[src/rtl/multdiv_pkg.sv]
// Shared definitions for the iterative multiply/divide unit and the decode/stall
// logic that drives its start pulses.
package multdiv_pkg;

    typedef enum logic [1:0] {
        S_IDLE = 2'b00,
        S_MULT = 2'b01,
        S_DIV  = 2'b10,
        S_DONE = 2'b11
    } md_state_e;

    typedef enum logic {
        MODE_MUL = 1'b0,
        MODE_DIV = 1'b1
    } md_mode_e;

    localparam logic [4:0] ALU_RTYPE = 5'b00000;
    localparam logic [4:0] ALU_MUL   = 5'b00110;
    localparam logic [4:0] ALU_DIV   = 5'b00111;

    localparam int MD_WIDTH        = 32;
    localparam int MULTDIV_LATENCY = MD_WIDTH + 1;

endpackage

[src/rtl/multdiv_iter_step.sv]
// One iteration of the shared datapath: shift-add multiply step or restoring
// divide step, selected by mode_i.
module multdiv_iter_step
    import multdiv_pkg::*;
#(
    parameter int WIDTH = MD_WIDTH
) (
    input  logic [2*WIDTH-1:0] sreg_i,
    input  logic [WIDTH-1:0]   operand_i,
    input  md_mode_e           mode_i,
    output logic [2*WIDTH-1:0] sreg_o
);

    logic [WIDTH:0] sum_s;
    logic [WIDTH:0] rem_sh_s;
    logic [WIDTH:0] trial_s;

    // Multiply: add multiplicand into the high half when the low bit is set, then
    // shift right. Divide: shift left, keep the trial difference if it did not borrow.
    always_comb begin
        sum_s    = {1'b0, sreg_i[2*WIDTH-1:WIDTH]}
                 + (sreg_i[0] ? {1'b0, operand_i} : {(WIDTH+1){1'b0}});
        rem_sh_s = sreg_i[2*WIDTH-1:WIDTH-1];
        trial_s  = rem_sh_s - {1'b0, operand_i};
        if (mode_i == MODE_MUL) begin
            sreg_o = {sum_s, sreg_i[WIDTH-1:1]};
        end else if (trial_s[WIDTH]) begin
            sreg_o = {sreg_i[2*WIDTH-2:0], 1'b0};
        end else begin
            sreg_o = {trial_s[WIDTH-1:0], sreg_i[WIDTH-2:0], 1'b1};
        end
    end

endmodule

[src/rtl/multdiv_unit.sv]
// Fixed-latency signed multiply/divide unit: FSM, operand latches, iteration
// counter, sign fix-up and exception detection around multdiv_iter_step.
module multdiv_unit
    import multdiv_pkg::*;
#(
    parameter int WIDTH = MD_WIDTH
) (
    input  logic             clock,
    input  logic             reset,
    input  logic             ctrl_MULT,
    input  logic             ctrl_DIV,
    input  logic [WIDTH-1:0] data_operandA,
    input  logic [WIDTH-1:0] data_operandB,
    output logic [WIDTH-1:0] data_result,
    output logic             data_exception,
    output logic             data_resultRDY,
    output logic             busy
);

    localparam int              CW       = $clog2(WIDTH);
    localparam logic [CW-1:0]   CNT_LAST = CW'(WIDTH - 1);
    localparam logic [WIDTH-1:0] MIN_NEG = {1'b1, {(WIDTH-1){1'b0}}};

    function automatic logic [WIDTH-1:0] magnitude(input logic [WIDTH-1:0] v);
        return v[WIDTH-1] ? (~v + {{(WIDTH-1){1'b0}}, 1'b1}) : v;
    endfunction

    md_state_e          state_q, state_d;
    md_mode_e           mode_s;
    logic [CW-1:0]      cnt_q, cnt_d;
    logic [2*WIDTH-1:0] sreg_q, sreg_d;
    logic [WIDTH-1:0]   opnd_q, opnd_d;
    logic               neg_q, neg_d;
    logic               dz_q, dz_d;
    logic               dexc_q, dexc_d;
    logic [WIDTH-1:0]   res_q, res_d;
    logic               exc_q, exc_d;
    logic [2*WIDTH-1:0] step_s;
    logic [2*WIDTH-1:0] prod_s;
    logic [WIDTH:0]     prod_top_s;
    logic [WIDTH-1:0]   quot_s;
    logic               start_s;

    // Datapath mode follows the operation in flight.
    always_comb begin
        if (state_q == S_DIV) begin
            mode_s = MODE_DIV;
        end else begin
            mode_s = MODE_MUL;
        end
    end

    multdiv_iter_step #(.WIDTH(WIDTH)) u_step (
        .sreg_i    (sreg_q),
        .operand_i (opnd_q),
        .mode_i    (mode_s),
        .sreg_o    (step_s)
    );

    // Next-state, latching and result fix-up; a start pulse always wins over the
    // current operation so an aborted operation can never reach DONE.
    always_comb begin
        state_d    = state_q;
        cnt_d      = cnt_q;
        sreg_d     = sreg_q;
        opnd_d     = opnd_q;
        neg_d      = neg_q;
        dz_d       = dz_q;
        dexc_d     = dexc_q;
        res_d      = res_q;
        exc_d      = exc_q;
        start_s    = ctrl_MULT | ctrl_DIV;
        prod_s     = neg_q ? (-step_s) : step_s;
        prod_top_s = prod_s[2*WIDTH-1:WIDTH-1];
        quot_s     = neg_q ? (-step_s[WIDTH-1:0]) : step_s[WIDTH-1:0];

        if (start_s) begin
            state_d = ctrl_MULT ? S_MULT : S_DIV;
            cnt_d   = {CW{1'b0}};
            neg_d   = data_operandA[WIDTH-1] ^ data_operandB[WIDTH-1];
            dz_d    = (data_operandB == {WIDTH{1'b0}});
            dexc_d  = (data_operandB == {WIDTH{1'b0}})
                    | ((data_operandA == MIN_NEG) & (data_operandB == {WIDTH{1'b1}}));
            if (ctrl_MULT) begin
                sreg_d = {{WIDTH{1'b0}}, magnitude(data_operandB)};
                opnd_d = magnitude(data_operandA);
            end else begin
                sreg_d = {{WIDTH{1'b0}}, magnitude(data_operandA)};
                opnd_d = magnitude(data_operandB);
            end
        end else begin
            case (state_q)
                S_IDLE: state_d = S_IDLE;
                S_MULT, S_DIV: begin
                    sreg_d = step_s;
                    cnt_d  = cnt_q + {{(CW-1){1'b0}}, 1'b1};
                    if (cnt_q == CNT_LAST) begin
                        state_d = S_DONE;
                        if (state_q == S_MULT) begin
                            res_d = prod_s[WIDTH-1:0];
                            exc_d = !((&prod_top_s) || !(|prod_top_s));
                        end else begin
                            res_d = dz_q ? {WIDTH{1'b0}} : quot_s;
                            exc_d = dexc_q;
                        end
                    end else begin
                        state_d = state_q;
                    end
                end
                S_DONE:  state_d = S_IDLE;
                default: state_d = S_IDLE;
            endcase
        end
    end

    // State, operand and result registers.
    always_ff @(posedge clock or posedge reset) begin
        if (reset) begin
            state_q <= S_IDLE;
            cnt_q   <= {CW{1'b0}};
            sreg_q  <= {(2*WIDTH){1'b0}};
            opnd_q  <= {WIDTH{1'b0}};
            neg_q   <= 1'b0;
            dz_q    <= 1'b0;
            dexc_q  <= 1'b0;
            res_q   <= {WIDTH{1'b0}};
            exc_q   <= 1'b0;
        end else begin
            state_q <= state_d;
            cnt_q   <= cnt_d;
            sreg_q  <= sreg_d;
            opnd_q  <= opnd_d;
            neg_q   <= neg_d;
            dz_q    <= dz_d;
            dexc_q  <= dexc_d;
            res_q   <= res_d;
            exc_q   <= exc_d;
        end
    end

    assign data_result    = res_q;
    assign data_exception = exc_q;
    assign data_resultRDY = (state_q == S_DONE);
    assign busy           = (state_q == S_MULT) || (state_q == S_DIV);

endmodule

[config.mk]
export PLATFORM = sky130hd
export DESIGN_NAME = multdiv_unit
export DESIGN_NICKNAME = d
export VERILOG_FILES = /design/src/rtl/multdiv_pkg.sv /design/src/rtl/multdiv_iter_step.sv /design/src/rtl/multdiv_unit.sv
export SDC_FILE = /design/constraint.sdc
export NUM_CORES = 1
export LEC_CHECK = 0
export ABC_AREA = 1
export CAP_MARGIN = 25
export CORE_AREA = 2 2 235 237
export DETAILED_ROUTE_END_ITERATION = 8
export DIE_AREA = 0 0 237 239
export GPL_TIMING_DRIVEN = 0
export PLACE_DENSITY = 0.51
export SLEW_MARGIN = 20
export SYNTH_ARGS = -nofsm -noshare
export SYNTH_HDL_FRONTEND = slang
export SYNTH_SLANG_ARGS = --single-unit
[constraint.sdc]
create_clock -name clock -period 10.9 [get_ports clock]
set_input_delay 2.18 -clock clock [delete_from_list [all_inputs] [get_ports clock]]
set_output_delay 2.18 -clock clock [all_outputs]
set_load 0.05 [all_outputs]
==> impl_metrics.ini <==
[run_status]
outcome = finished clean

[sta]
clock-skew-final_ps = 12.5
setup-violations-final = 0
slew_headroom_pct = 44.7
rsz0062_at_grt = no
fmax_mhz = 167
whs_ps = 487
post-route-min-period_ps = 6000
finalHoldViolations = 0
tightestPinTransition_ps = 820
maxSlewViolCount = 0
fin_tns_setup_ps = 0
timing.final.crit_share_pct = 55.0

[grt]
grt-ovfl-total = 0
grt_antenna_before_repair = 0
grt_max_degree = 86
grt_pass1_vias = 17900
grt_usage_pct = 25.8
grt_pass1_wl_um = 109000

[clock_tree]
cts-buffers-inserted = 17
worstSkewPairLatency_ps = 480
clock-sinks = 139
cts_root_buffer = clkbuf_16
clk_pin_slew_ps = 70
cts_resized = 0
cts_max_level = 4
cts.path.max_buffers = 2
cts_tree = done
postCtsHoldBufs = 0
cts_setup_buffers = 0

[layout]
final_area_sq_um = 18600
layout.nets = 3007
area_growth_pct = 15.8
nFillCells = 6057
n_antenna_cell = 0
layout-drive-gt1-share_pct = 4.87

[worst_hold_path]
hold_path.startpoint = data_result[26]$_DFFE_PP0P_
hold_class = reg2reg

[pwr]
p_total_w = 0.00229
irDropWorstVdd_mv = 0.0924
cellLeakagePower_nw = 9.67
power.density_nw_per_um2 = 123

[die]
die_y_um = 239
rows = 86
die-area_sq_um = 56600
start_util_pct = 29.6
die_w_um = 237
coreArea_sq_um = 54300
num_io_pins = 103

[routing]
vias = 18500
wl_um = 73200
dr.pass1.iters = 5
routedWlPerCell_um = 20.4
drc_errors = 0
viasPerCell = 5.17
detail-route-antenna-nets = 0
drt_iter0_markers = 1757

[critical_path]
startpoint_type = register
worst_setup_path_end_kind = register
cpMostUsedCell = nand3_1
required_ps = 11260
crit_type = reg2reg
cp.arrival_ps = 6360
slowest_stage = fa_1
slowest_delay_ps = 420
worstPathMaxFanout = 10
cp-startpoint = sreg_q[31]$_DFFE_PP0P_
r2r-start = sreg_q[31]$_DFFE_PP0P_

[yosys]
synth_top_flop_cell = dfrtp_1
synth_cell_types = 56
async_reset_ff_share_pct = 100
ys.warnings.count = 0
syn_nets = 2886
ys_seq_area_share_pct = 21.6
synth_edf_count = 0
syn_area_sq_um = 16100
synth-seq-cells = 139
synthCells = 2743
syn-mean-instance-area_sq_um = 5.87

[placement]
port_buffers = 101
place_hpwl_um = 61700
dpl_cell_area_sq_um = 18000
place.gp.congestion = 1.02

[job]
max-cap-violations = 0
where the power goes:
group	internal, W	leakage (nW)	switching (W)
Combinational	0.000302	7.57	0.000731
Sequential	0.000557	1.80	0.0000512
Clock	0.000350	0.305	0.000296
Total	0.00121	9.67	0.00108
sequential cells by signal, summed over array words and instances, names as in the netlist:
name and cells:
dz_q 1, data_result 32, cnt_q 5, sreg_q 64, data_exception 1, opnd_q 32, state_q 2, neg_q 1
dexc_q 1
worst paths after layout:
kind / endpoint / slack (ps) / depth (start not counted)
min: data_result[26]$_DFFE_PP0P_ / 490 / 2
max: data_exception$_DFFE_PP0P_ / 4900 / 35
max in group asynchronous: data_result[28]$_DFFE_PP0P_ / 8000 / 3
min reg2reg: data_result[26]$_DFFE_PP0P_ / 490 / 2
max reg2reg: data_exception$_DFFE_PP0P_ / 4900 / 35
min in group asynchronous: opnd_q[15]$_DFFE_PP0N_ / 2120 / 2
per-layer routing:
metal	wire [um]	track usage, %	vias to the layer above	part of all wire [%]
li1	-	-	8982	-
met1	31100	32.3	8622	42
met2	33700	43.2	739	46
met3	4540	3.57	157	6.2
met4	3850	13.5	0	5.3
met5	0	0	-	0
synth_stat cells, types with 23 or more instances:
master	count	area share [%]
nor3_1	37	1.2
nand4_1	37	1.4
nand2_1	935	22
clkbuf_1	50	1.2
dfrtp_1	139	22
a21oi_1	83	2.6
xor2_1	76	4.1
nand3_1	208	6.5
ha_1	73	5.7
o2111ai_1	23	1.3
inv_1	414	9.7
o21ai_0	106	3.3
nor2_1	271	6.3
through the flow:
stage / cells / utilization [%] / worst slack [ps]
finish: 3581 / 34.3 / 4900
global route: 3581 / 34.3 / 4330
CTS: 3581 / 34.3 / 4960
detailed placement: 3549 / 33.2 / 4790
global placement: 3548 / 33.1 / 2550
floorplan: 2743 / - / 5000
area by class of cell:
| cell class | instances | area [sq um] | area share [%] |
|---|---|---|---|
| Multi-Input combinational cell | 2099 | 10600 | 57.0 |
| Sequential cell | 139 | 3480 | 18.7 |
| Inverter | 423 | 1600 | 8.56 |
| Timing Repair Buffer | 102 | 1040 | 5.57 |
| Tap cell | 704 | 881 | 4.72 |
| Clock buffer | 17 | 425 | 2.28 |
| Buffer | 82 | 402 | 2.15 |
| Clock inverter | 15 | 196 | 1.05 |
critical path, delay by kind of cell (launching register included):
kind / cells / cell delay (ps)
fa+ha+maj: 3 / 850
compound gates: 1 / 70
flops: 1 / 380
simple gates: 28 / 4180
buf+inv: 3 / 380
cell usage in the layout (no fill, tap or decap), types with 4 or more instances in the layout:
master / count
nand3_2: 4
o21bai_1: 13
inv_6: 6
a22oi_1: 14
nand3_1: 208
inv_1: 413
a22o_1: 4
o211ai_1: 17
ha_1: 73
buf_1: 11
o22ai_1: 21
nand2_2: 22
inv_8: 4
o2111ai_1: 23
o21ai_1: 13
o21a_1: 7
buf_6: 7
dfrtp_1: 139
nor3_1: 37
buf_2: 10
inv_2: 8
o221ai_1: 11
o21ai_0: 106
a21oi_1: 83
nand2_1: 935
nand2_4: 5
xnor2_1: 13
a31oi_1: 5
a32o_1: 9
clkbuf_1: 50
or2_2: 16
xor2_1: 76
nand4_1: 37
nor2_1: 271
nor2_2: 18
clkbuf_16: 17
nor4_1: 8
nand3b_1: 15
mux2i_1: 4
clkdlybuf4s50_1: 101
cell families (layout without fill, tap and decap cells):
logic type | Yosys count | count (layout) | share of synthesized area, %
simple gates | 1592 | 1592 | 42.0
buf+inv | 505 | 639 | 12.4
compound gates | 339 | 339 | 13.1
flops | 139 | 139 | 21.6
xor+xnor | 89 | 89 | 4.84
fa+ha+maj | 75 | 75 | 5.92
mux | 4 | 4 | 0.249
No activity file was read; power rests on OpenSTA's default activity.
